File: config.mk
export PLATFORM = sky130hd
export DESIGN_NAME = vga_logo_scanner
export DESIGN_NICKNAME = d
export VERILOG_FILES = /design/src/rtl/vga_logo_scanner.sv
export SDC_FILE = /design/constraint.sdc
export NUM_CORES = 1
export LEC_CHECK = 0
export ABC_AREA = 1
export CAP_MARGIN = 25
export CELL_PAD_IN_SITES_DETAIL_PLACEMENT = 1
export CELL_PAD_IN_SITES_GLOBAL_PLACEMENT = 1
export CORE_MARGIN = 2
export CORE_UTILIZATION = 49
export DETAILED_ROUTE_END_ITERATION = 10
export DONT_BUFFER_PORTS = 1
export GPL_TIMING_DRIVEN = 1
export PLACE_DENSITY = 0.82
export SYNTH_ARGS = -nofsm -noshare
export SYNTH_HDL_FRONTEND = slang
export SYNTH_SLANG_ARGS = --single-unit
File: constraint.sdc
create_clock -name clk -period 3.4 [get_ports clk]
set_clock_uncertainty 0.2 [all_clocks]
set_input_delay 0.68 -clock clk [delete_from_list [all_inputs] [get_ports clk]]
set_output_delay 0.68 -clock clk [all_outputs]
set_load 0.01 [all_outputs]
File: src/rtl/vga_logo_scanner.sv
// -----------------------------------------------------------------------------
// vga_logo_scanner
//
// Raster scan generator and registered pixel-output stage for a VGA display
// (800x600@72 Hz timing by default, 50 MHz pixel clock). It drives raster
// coordinates x/y and a bouncing horizontal logo offset delt into external
// combinational logo painters. It then samples their merged hit result and
// produces registered colour and sync outputs.
//
// Ports:
//   clk          in   1   pixel clock
//   rst          in   1   asynchronous active-low reset
//   scroll_en    in   1   enables the per-frame delt update (sampled at wrap)
//   hit          in   1   merged painter result for current x, y, delt
//   x            out  11  horizontal counter, 0..H_TOTAL-1
//   y            out  11  vertical counter, 0..V_TOTAL-1
//   delt         out  11  logo horizontal offset, 0..SCROLL_MAX
//   r, g, b      out  3   colour, {r,g,b} forms a 9-bit value
//   hsync        out  1   horizontal sync, active-high
//   vsync        out  1   vertical sync, active-high
//   frame_start  out  1   one-clock pulse while (0,0) is presented after a wrap
// -----------------------------------------------------------------------------
module vga_logo_scanner #(
  parameter int         H_ACTIVE    = 800,
  parameter int         H_FP        = 56,
  parameter int         H_SYNC      = 120,
  parameter int         H_BP        = 64,
  parameter int         V_ACTIVE    = 600,
  parameter int         V_FP        = 37,
  parameter int         V_SYNC      = 6,
  parameter int         V_BP        = 23,
  parameter int         SCROLL_STEP = 2,
  parameter int         SCROLL_MAX  = 250,
  parameter logic [8:0] FG_COLOR    = 9'h1FF,
  parameter logic [8:0] BG_COLOR    = 9'h000
) (
  input  logic        clk,
  input  logic        rst,
  input  logic        scroll_en,
  input  logic        hit,
  output logic [10:0] x,
  output logic [10:0] y,
  output logic [10:0] delt,
  output logic [2:0]  r,
  output logic [2:0]  g,
  output logic [2:0]  b,
  output logic        hsync,
  output logic        vsync,
  output logic        frame_start
);

  localparam int L_H_TOTAL = H_ACTIVE + H_FP + H_SYNC + H_BP;
  localparam int L_V_TOTAL = V_ACTIVE + V_FP + V_SYNC + V_BP;

  localparam logic [10:0] L_X_LAST     = 11'(L_H_TOTAL - 1);
  localparam logic [10:0] L_Y_LAST     = 11'(L_V_TOTAL - 1);
  localparam logic [10:0] L_H_ACT      = 11'(H_ACTIVE);
  localparam logic [10:0] L_V_ACT      = 11'(V_ACTIVE);
  localparam logic [10:0] L_HS_START   = 11'(H_ACTIVE + H_FP);
  localparam logic [10:0] L_HS_END     = 11'(H_ACTIVE + H_FP + H_SYNC);
  localparam logic [10:0] L_VS_START   = 11'(V_ACTIVE + V_FP);
  localparam logic [10:0] L_VS_END     = 11'(V_ACTIVE + V_FP + V_SYNC);
  localparam logic [10:0] L_STEP11     = 11'(SCROLL_STEP);
  localparam logic [10:0] L_MAX11      = 11'(SCROLL_MAX);
  localparam logic [11:0] L_STEP12     = 12'(SCROLL_STEP);
  localparam logic [11:0] L_MAX12      = 12'(SCROLL_MAX);

  typedef enum logic {
    RIGHT = 1'b0,
    LEFT  = 1'b1
  } scroll_state_t;

  // ---------------------------------------------------------------------------
  // Raster counters
  // ---------------------------------------------------------------------------
  logic [10:0] r_x;
  logic [10:0] r_y;
  logic        w_x_last;
  logic        w_y_last;
  logic        w_frame_wrap;

  assign w_x_last     = (r_x == L_X_LAST);
  assign w_y_last     = (r_y == L_Y_LAST);
  assign w_frame_wrap = w_x_last && w_y_last;

  always_ff @(posedge clk or negedge rst) begin
    if (!rst) begin
      r_x <= '0;
      r_y <= '0;
    end else if (w_x_last) begin
      r_x <= '0;
      r_y <= w_y_last ? 11'd0 : r_y + 11'd1;
    end else begin
      r_x <= r_x + 11'd1;
    end
  end

  // ---------------------------------------------------------------------------
  // Pixel output stage: one clock behind the counters, colour and sync aligned
  // ---------------------------------------------------------------------------
  logic       w_active;
  logic [8:0] w_rgb;
  logic       w_hsync;
  logic       w_vsync;
  logic [8:0] r_rgb;
  logic       r_hsync;
  logic       r_vsync;
  logic       r_frame_start;

  assign w_active = (r_x < L_H_ACT) && (r_y < L_V_ACT);
  assign w_hsync  = (r_x >= L_HS_START) && (r_x < L_HS_END);
  assign w_vsync  = (r_y >= L_VS_START) && (r_y < L_VS_END);

  // Blanking forces black regardless of what the painters report.
  always_comb begin
    w_rgb = 9'h000;
    if (w_active) begin
      w_rgb = hit ? FG_COLOR : BG_COLOR;
    end
  end

  always_ff @(posedge clk or negedge rst) begin
    if (!rst) begin
      r_rgb         <= '0;
      r_hsync       <= 1'b0;
      r_vsync       <= 1'b0;
      r_frame_start <= 1'b0;
    end else begin
      r_rgb         <= w_rgb;
      r_hsync       <= w_hsync;
      r_vsync       <= w_vsync;
      // Registering the wrap makes the pulse coincide with (0,0) after a
      // wrap, and keeps it low for the first frame out of reset.
      r_frame_start <= w_frame_wrap;
    end
  end

  // ---------------------------------------------------------------------------
  // Scroll FSM: bounces delt between 0 and SCROLL_MAX, one step per frame
  // ---------------------------------------------------------------------------
  scroll_state_t r_state;
  scroll_state_t w_state_next;
  logic [10:0]   r_delt;
  logic [10:0]   w_delt_next;
  logic [11:0]   w_sum;
  logic          w_update;

  // 12-bit sum so delt + step cannot wrap before the comparison.
  assign w_sum    = {1'b0, r_delt} + L_STEP12;
  assign w_update = w_frame_wrap && scroll_en;

  always_ff @(posedge clk or negedge rst) begin
    if (!rst) begin
      r_state <= RIGHT;
      r_delt  <= '0;
    end else begin
      r_state <= w_state_next;
      r_delt  <= w_delt_next;
    end
  end

  always_comb begin
    w_state_next = r_state;
    if (w_update) begin
      case (r_state)
        RIGHT:   if (w_sum >= L_MAX12) w_state_next = LEFT;
        LEFT:    if ({1'b0, r_delt} <= L_STEP12) w_state_next = RIGHT;
        default: w_state_next = RIGHT;
      endcase
    end
  end

  always_comb begin
    w_delt_next = r_delt;
    if (w_update) begin
      case (r_state)
        RIGHT:   w_delt_next = (w_sum >= L_MAX12) ? L_MAX11 : w_sum[10:0];
        LEFT:    w_delt_next = ({1'b0, r_delt} <= L_STEP12) ? 11'd0 : r_delt - L_STEP11;
        default: w_delt_next = r_delt;
      endcase
    end
  end

  // ---------------------------------------------------------------------------
  // Outputs
  // ---------------------------------------------------------------------------
  assign x           = r_x;
  assign y           = r_y;
  assign delt        = r_delt;
  assign {r, g, b}   = r_rgb;
  assign hsync       = r_hsync;
  assign vsync       = r_vsync;
  assign frame_start = r_frame_start;

endmodule

# Word level (Yosys, flattened, before mapping)
# Cells that the tools add are included.
# Widths: inputs -> output; s select.
[classes]
addsub = 4
muxes = 10
magnitude_cmp = 8
reduce_logical = 5
n_eq_ne = 2
bitwise_logic = 1
[ops]
columns = ["operator", "n"]
rows = [
  ["$lt 11x10->1 const B", 4],
  ["$mux 11", 4],
  ["$add 11x1->11 const B", 2],
  ["$ge 11x10->1 const B", 2],
  ["$pmux 11 s2", 1],
  ["$mux 9", 2],
  ["$add 11x2->12 const B", 1],
  ["$ge 12x8->1 const B", 1],
  ["$eq 11x10->1 const B", 1],
  ["$eq 11x11->1 const B", 1],
  ["$le 11x2->1 const B", 1],
  ["$sub 11x2->11 const B", 1],
  ["$logic_and 1x1->1", 5],
  ["$mux 1", 2],
  ["$pmux 1 s2", 1],
  ["$not 1->1", 1],
]
[totals]
out_inout_bits = 45
wordCells = 38
ff_bits = 46

# Depth between registers and ports, before layout
# Gate-level depths: netlist of run 1.
[logic_depth]
ltp_word = 4
depth_mapped = 12
depth_no_buf = 12

# Least setup slack after synthesis of run 1
# Ideal clock, no wire load.
[synth_timing]
path_type = "register to register"
from = "reg r_x[0] (netlist: x[0])"
to = "reg r_delt[7] (netlist: delt[7])"
path_stages_with_launch = 9
n_path_buf = 0
setup_ns = 0.116
slack_ns = 1.549
t_arrival_ns = 1.534
period_less_slack_ns = 1.851
path_cell_list = "dfrtp_1 -> ha_1 -> nand3_1 -> inv_1 -> nand4_1 -> nor3_2 -> inv_1 -> nand2_1 -> nand2_1"
[synth_via]
elab_chain_cells = 3
[synth_lines]
columns = ["item", "line_no", "source"]
rows = [
  ["from (decl)", "76", "logic [10:0] r_x;"],
  ["from (signal assigned)", "94", "r_x <= r_x + 11'd1;"],
  ["$eq 11x11->1", "82", "assign w_x_last = (r_x == L_X_LAST);"],
  ["$logic_and 1x1->1", "84", "assign w_frame_wrap = w_x_last && w_y_last;"],
  ["$logic_and 1x1->1", "150", "assign w_update = w_frame_wrap && scroll_en;"],
  ["to (signal assigned)", "158", "r_delt <= w_delt_next;"],
  ["to (decl)", "143", "logic [10:0] r_delt;"],
]
# No other way between the ends.
# A chain may end at the register's enable or synchronous reset.

# Worst setup path in the final report of run 1
[layout_timing]
from = "reg r_x[0] (netlist: x[0])"
to = "reg r_delt[3] (netlist: delt[3])"
# Same word-level chain as after synthesis.

==> reports/summary.txt, run 1 <==
Power density normalized to cell area - 291 nW/um2
Smallest setup slack after layout - 1160 ps
Largest stage delay, worst path - 480 ps
CP startpoint kind - register
Area fraction in compound gates after synthesis - 8.82%
Die width - 76.0 um
Post-route setup TNS - 0 ps
Antenna-violating nets left - 0
Fill cells - 678
Share of synthesized area occupied by flip-flops and latches - 36.5%
DRC errors left - 0
Clock transition at the registers of the reported paths - 70 ps
Setup Crit Path Kind - reg2reg
Leakage - 1.22 nW
GR Overflow Total - 0
Number of CTS-inserted buffers - 5
Clock Sinks - 37
Net total in the final layout - 369
Fraction of layout instances using a drive strength above 1 - 6.98%
Final setup violation count - 0
Routability-driven placement congestion ratio - 0.926
DR WL/cell - 16.0 um
Hold Violations, Final - 0
Buffer levels on the longest clock path - 2
P_sw - 0.000165 W
Share of the clock period used by the worst path - 65.9%
Cell with the largest stage delay on the worst path - sky130_fd_sc_hd__dfrtp_1
Cell area after layout - 2660 um2
Core area - 5040 um2
Count of mapped cells out of synthesis - 361
Largest net degree at the start of global routing - 38
Max-Cap Viols - 0
Net switching fraction of the power - 21.3%
Synthesized flop and latch total - 37
Share of the synthesized netlist area taken by xor and xnor gates - 3.79%
Io pins - 49
Placement-stage cell area - 2550 um2
Clock group share of total power - 39.6%
Latest clock arrival within the worst-skew pair - 280 ps
Slew @ Worst Pin - 801 ps
TritonCTS clock tree - done
Maximum clock rate - 0.446 GHz
DRC violation total after the first TritonRoute iteration - 76
Sequential share of power - 58.1%
Wirelength, routed - 6850 um
Area added between synthesis and finish - 4.58%
Full die area - 5780 um2
Max-slew headroom - 46.7%
# rows - 26
Via count of the first global-routing pass - 2,387
Root buffer selected by CTS - sky130_fd_sc_hd__clkbuf_8
Main area contributors after synthesis - sky130_fd_sc_hd__dfrtp_1 36%, sky130_fd_sc_hd__nand2_1 12%, sky130_fd_sc_hd__nor2_1 8.0%, sky130_fd_sc_hd__inv_1 7.1%, sky130_fd_sc_hd__nand3_1 5.1%
Share of power burned in combinational logic - 2.3%
DIE HEIGHT - 76.0 um
Most common cell after layout, fill and taps aside - sky130_fd_sc_hd__nand2_1
Average instance area after synthesis - 7.04 um2
Synthesized cell area - 2540 um2
Placement-stage worst setup slack - 1180 ps
Post-layout utilization of the core - 52.7%
Final worst path period need - 2240 ps
Final slew viol count - 0
Total routing resource utilization after global routing - 25.1%
Number of distinct library cell variants in the gate-level netlist after synthesis - 35
Total half-perimeter wirelength after legalization and detailed placement - 5320 um
Fraction of post-synthesis cell area in the top cell type by area - 36.5%
# port buffers - 0
Worst hold-check path type - in2async
Global-route wire length before repair - 11,800 um
Category of cells accounting for the largest share of critical-path delay - simple AND/OR/NAND/NOR gates
Via count - 2,315
Total placed cells including tap cells - 420
Post-synthesis mux area share - 0%
Largest family of logic cells by synthesized area - simple AND/OR/NAND/NOR gates
Cells traversed along the worst timing path - ha_1 -> nand3_1 -> inv_1 -> nand4_1 -> nor3_2 -> inv_1 -> nand2_1 -> nand2_1
Initial DRT Pass Iterations - 4
Antenna violations before repair - 0
Leading cell types in the layout, fill and taps excluded - 81 x sky130_fd_sc_hd__nand2_1, 54 x sky130_fd_sc_hd__nor2_1, 48 x sky130_fd_sc_hd__inv_1
Synth warnings - 0
Data required time of the critical path - 3370 ps
Critical path fanouts, max - 7
Final instance count without filler cells - 428
H-tree level count - 2
Vias per cell - 5.41
Outcome - finished, final reports clean
Buffers and inverters on the worst path - 2
Total internal power - 0.000607 W
Diode insertion count for antenna repair - 0
Top cell type by total area after synthesis - sky130_fd_sc_hd__dfrtp_1
Type of element capturing the critical path - register
Worst-case vdd ir drop - 0.236 mV
Simple-gate share of the synthesized area - 36.7%
Unrepaired setup endpoints after global routing - no
Net count after synthesis - 372
Post-Synth Adder-Cell Area - 3.45%
Initial core utilization - 50.4%
Critical path data arrival time - 2210 ps
## synthesized netlist by cell type, drive strengths merged
cell / number
xor2: 10
a211oi: 1
o22ai: 1
dfrtp: 37
conb: 1
nor2: 61
o21ai: 20
ha: 7
buf: 11
nor3: 13
nand3b: 4
inv: 50
nand4: 10
a21boi: 5
and2: 1
clkinv: 1
nand3: 27
xnor2: 1
o211ai: 1
o21bai: 2
or2: 2
a31oi: 1
a21oi: 8
nor4: 3
nand2: 83
## registers in the layout, summed over array words and instances, names as in the netlist
name / flops
frame_start: 1
vsync: 1
x: 11
y: 11
r_rgb: 1
hsync: 1
r_state: 1
delt: 10
## stage by stage
step	power (W)	hold slack, ps
detailed placement	0.000464	185
floorplan	0.000469	184
CTS	0.000781	27.7
finish	0.000772	25.3
global route	0.000807	22.9
global placement	0.000463	185
## final timing paths
path | start | end | slack, ps | cells after the start
max in group asynchronous | rst | y[4] | 2780 | 1
hold reg to reg | y[10] | vsync | 350 | 1
hold / removal | rst | x[3] | 30 | 1
min in group clk | hit | r_rgb[7] | 320 | 2
setup / recovery | x[0] | delt[3] | 1160 | 8
setup reg to reg | x[0] | delt[3] | 1160 | 8
## per-layer routing
layer	wire, um	vias to the layer above	GRT usage, %
met5	0	-	0
met4	99	0	6.55
met3	324	10	5.33
met2	3150	47	40.5
met1	3280	1120	34.5
li1	-	1138	-
## layout make-up
type | instances | area, um2 | share of cell area, %
well taps | 70 | 87.6 | 3.30
repair buffers | 1 | 20.0 | 0.754
inverters | 51 | 191 | 7.21
multi-input cells | 262 | 1350 | 50.6
clock buffers | 7 | 86.3 | 3.25
flip-flops and latches | 37 | 926 | 34.9
## repair_timing
item,CTS,global route
gates resized for setup,0,0
hold endpoints to repair,37,0
hold buffers,1,0
buffers inserted,0,0
## cells by family (layout without fill, tap and decap cells)
kind of cell / count (synthesis) / count (layout)
xor gates and xnor gates: 11 / 11
adders and majority gates: 7 / 7
AOI/OAI and AO/OA: 39 / 39
and+or+nand+nor: 204 / 204
DFF: 37 / 37
other: 1 / 1
buffers and inverters: 62 / 59
## power groups by stage
| stage | Clock (W) | Combinational [W] | Sequential [W] |
|---|---|---|---|
| finish | 0.000306 | 0.0000174 | 0.000449 |
| global route | 0.000338 | 0.0000205 | 0.000449 |
| CTS | 0.000314 | 0.0000181 | 0.000449 |
| detailed placement | 0 | 0.00000634 | 0.000457 |
| global placement | 0 | 0.00000623 | 0.000457 |
| floorplan | 0 | 0.0000157 | 0.000454 |
Note: power is estimated with default switching activity, not from simulation.
==> run 2, diff against run 1 <==
CORE_UTILIZATION = 45   (was 49)
PLACE_DENSITY = 0.76   (was 0.82)
clock period = 2.23 ns   (was 3.4 ns; I/O delays follow)
==> run 2 against run 1 <==
Wire length increased by 0.60%. Die area increased by 8.4%. Maximum frequency up 5.6%. Setup slack worse by 1100 ps. Sequential cell count unchanged. Clock power rose by 130%. Global-route usage down 0.61 points. Largest power group is now clock.
==> reports/summary.txt, run 2 (synthesized netlist as in run 1, its figures left out) <==
DRC violation total after the first TritonRoute iteration - 123 (was 76)
DIE HEIGHT - 79.1 um (was 76.0 um)
Largest net degree at the start of global routing - 38 (unchanged)
Initial DRT Pass Iterations - 4 (unchanged)
CP startpoint kind - register (unchanged)
GR Overflow Total - 0 (unchanged)
Worst-case vdd ir drop - 0.452 mV (was 0.236 mV)
Final worst path period need - 2120 ps (was 2240 ps)
Number of CTS-inserted buffers - 5 (unchanged)
Cell with the largest stage delay on the worst path - sky130_fd_sc_hd__dfrtp_2 (was sky130_fd_sc_hd__dfrtp_1)
Type of element capturing the critical path - register (unchanged)
Root buffer selected by CTS - sky130_fd_sc_hd__clkbuf_8 (unchanged)
Most common cell after layout, fill and taps aside - sky130_fd_sc_hd__nand2_1 (unchanged)
Clock group share of total power - 50.0% (was 39.6%)
Fill cells - 744 (was 678)
Final setup violation count - 0 (unchanged)
Core area - 5470 um2 (was 5040 um2)
# port buffers - 0 (unchanged)
Critical path fanouts, max - 9 (was 7)
Data required time of the critical path - 2200 ps (was 3370 ps)
Register area - 927 um2 (was 926 um2)
DRC errors left - 0 (unchanged)
Net total in the final layout - 386 (was 369)
H-tree level count - 2 (unchanged)
Diode insertion count for antenna repair - 0 (unchanged)
Post-layout utilization of the core - 52.0% (was 52.7%)
Leakage - 1.33 nW (was 1.22 nW)
Routability-driven placement congestion ratio - 0.885 (was 0.926)
Clock transition at the registers of the reported paths - 90 ps (was 70 ps)
Share of power burned in combinational logic - 2.5% (was 2.3%)
Total half-perimeter wirelength after legalization and detailed placement - 5370 um (was 5320 um)
Metal-1 WL - 3230 um (was 3280 um)
Outcome - finished, final reports clean (unchanged)
Most numerous cell on the critical path - sky130_fd_sc_hd__inv_1
Initial core utilization - 46.4% (was 50.4%)
Power density normalized to cell area - 500 nW/um2 (was 291 nW/um2)
Fraction of layout instances using a drive strength above 1 - 11.7% (was 6.98%)
Full die area - 6260 um2 (was 5780 um2)
Largest stage delay, worst path - 490 ps (was 480 ps)
P_sw - 0.000292 W (was 0.000165 W)
Setup Crit Path Kind - reg2reg (unchanged)
Final slew viol count - 0 (unchanged)
Vias per cell - 5.37 (was 5.41)
Worst hold-check path type - in2reg (was in2async)
DR WL/cell - 15.4 um (was 16.0 um)
Clock Sinks - 37 (unchanged)
Maximum clock rate - 0.471 GHz (was 0.446 GHz)
Total routing resource utilization after global routing - 24.5% (was 25.1%)
Via count - 2,405 (was 2,315)
Met2 WL post-DR - 3300 um (was 3150 um)
Hold Violations, Final - 0 (unchanged)
Critical path data arrival time - 2090 ps (was 2210 ps)
WL met3 - 308 um (was 324 um)
Max-Cap Viols - 0 (unchanged)
Buffer levels on the longest clock path - 2 (unchanged)
Footprint of the multi-input gates - 1350 um2 (about the same)
Area added between synthesis and finish - 12.1% (was 4.58%)
Wirelength, routed - 6900 um (was 6850 um)
Leading cell types in the layout, fill and taps excluded - 81 x sky130_fd_sc_hd__nand2_1, 54 x sky130_fd_sc_hd__nor2_1, 48 x sky130_fd_sc_hd__inv_1 (unchanged)
# rows - 27 (was 26)
Sequential share of power - 47.5% (was 58.1%)
Total internal power - 0.00113 W (was 0.000607 W)
Latest clock arrival within the worst-skew pair - 290 ps (was 280 ps)
Net switching fraction of the power - 20.5% (was 21.3%)
Antenna-violating nets left - 0 (unchanged)
Post-route setup TNS - 0 ps (unchanged)
Io pins - 49 (unchanged)
Antenna violations before repair - 0 (unchanged)
Via count of the first global-routing pass - 2,500 (was 2,387)
Share of the clock period used by the worst path - 95.1% (was 65.9%)
Die width - 79.1 um (was 76.0 um)
TritonCTS clock tree - done (unchanged)
Global-route wire length before repair - 12,100 um (was 11,800 um)
Cells traversed along the worst timing path - inv_1 -> ha_1 -> o211ai_1 -> o21ai_2 -> inv_1 -> nor2_1 -> a21boi_0 (was ha_1 -> nand3_1 -> inv_1 -> nand4_1 -> nor3_2 -> inv_1 -> nand2_1 -> nand2_1)
Uppermost metal layer occupied by signal nets - met4 (unchanged)
-- run 2: final cells by class --
class                   count  area share [%]
multi-input cells         262            47.4
flip-flops and latches     37            32.6
inverters                  51            6.73
repair buffers             18            5.27
well taps                  72            3.16
clock buffers               5            2.42
clock inverters             3            2.42
-- run 2: through the flow --
stage	hold WS, ps	power (W)	instances	instance area [um2]	setup slack (ps)
finish	69.9	0.00142	448	2850	108
global route	73.5	0.00148	448	2850	-44.4
CTS	62.4	0.00145	447	2830	121
detailed placement	-48.8	0.000708	437	2670	133
global placement	-48.8	0.000708	437	2670	95.5
floorplan	-49.6	0.000715	361	2540	379
-- run 2: path summary, 6_finish.rpt --
check | start | cells past startpoint | to | slack, ps
worst max-delay path | delt[1] | 7 | r_state | 110
worst min-delay path | hit | 2 | r_rgb[7] | 70
worst max register to register | delt[1] | 7 | r_state | 110
worst min register to register | y[10] | 1 | vsync | 370
max in group asynchronous | rst | 2 | delt[1] | 1190
min in group asynchronous | rst | 2 | x[4] | 410
-- run 2: timing repair --
action	CTS	global route
hold endpoints to repair	37	0
gates resized for setup	0	2
endpoints found under the setup margin	0	6
hold buffers	2	0
setup buffers	0	1
-- run 2: power by group through the flow --
stage | clock (W) | combinational (W) | sequential [W]
after floorplan | 0 | 0.0000239 | 0.000691
after global placement | 0 | 0.0000173 | 0.000690
after detailed placement | 0 | 0.0000176 | 0.000690
after CTS | 0.000733 | 0.0000374 | 0.000677
after global routing | 0.000756 | 0.0000424 | 0.000677
final | 0.000712 | 0.0000360 | 0.000677
-- run 2: metal layers --
layer,global-route usage (%),vias up
met3,4.89,7
li1,-,1174
met5,0,-
met4,5.34,0
met1,33.5,1180
met2,40.0,44
-- run 2: critical path, delay by kind of cell (launching register included) --
kind,cells,cell delay (ps)
compound gates,3,550
fa+ha+maj,1,260
buf+inv,2,300
flops,1,490
simple gates,1,200
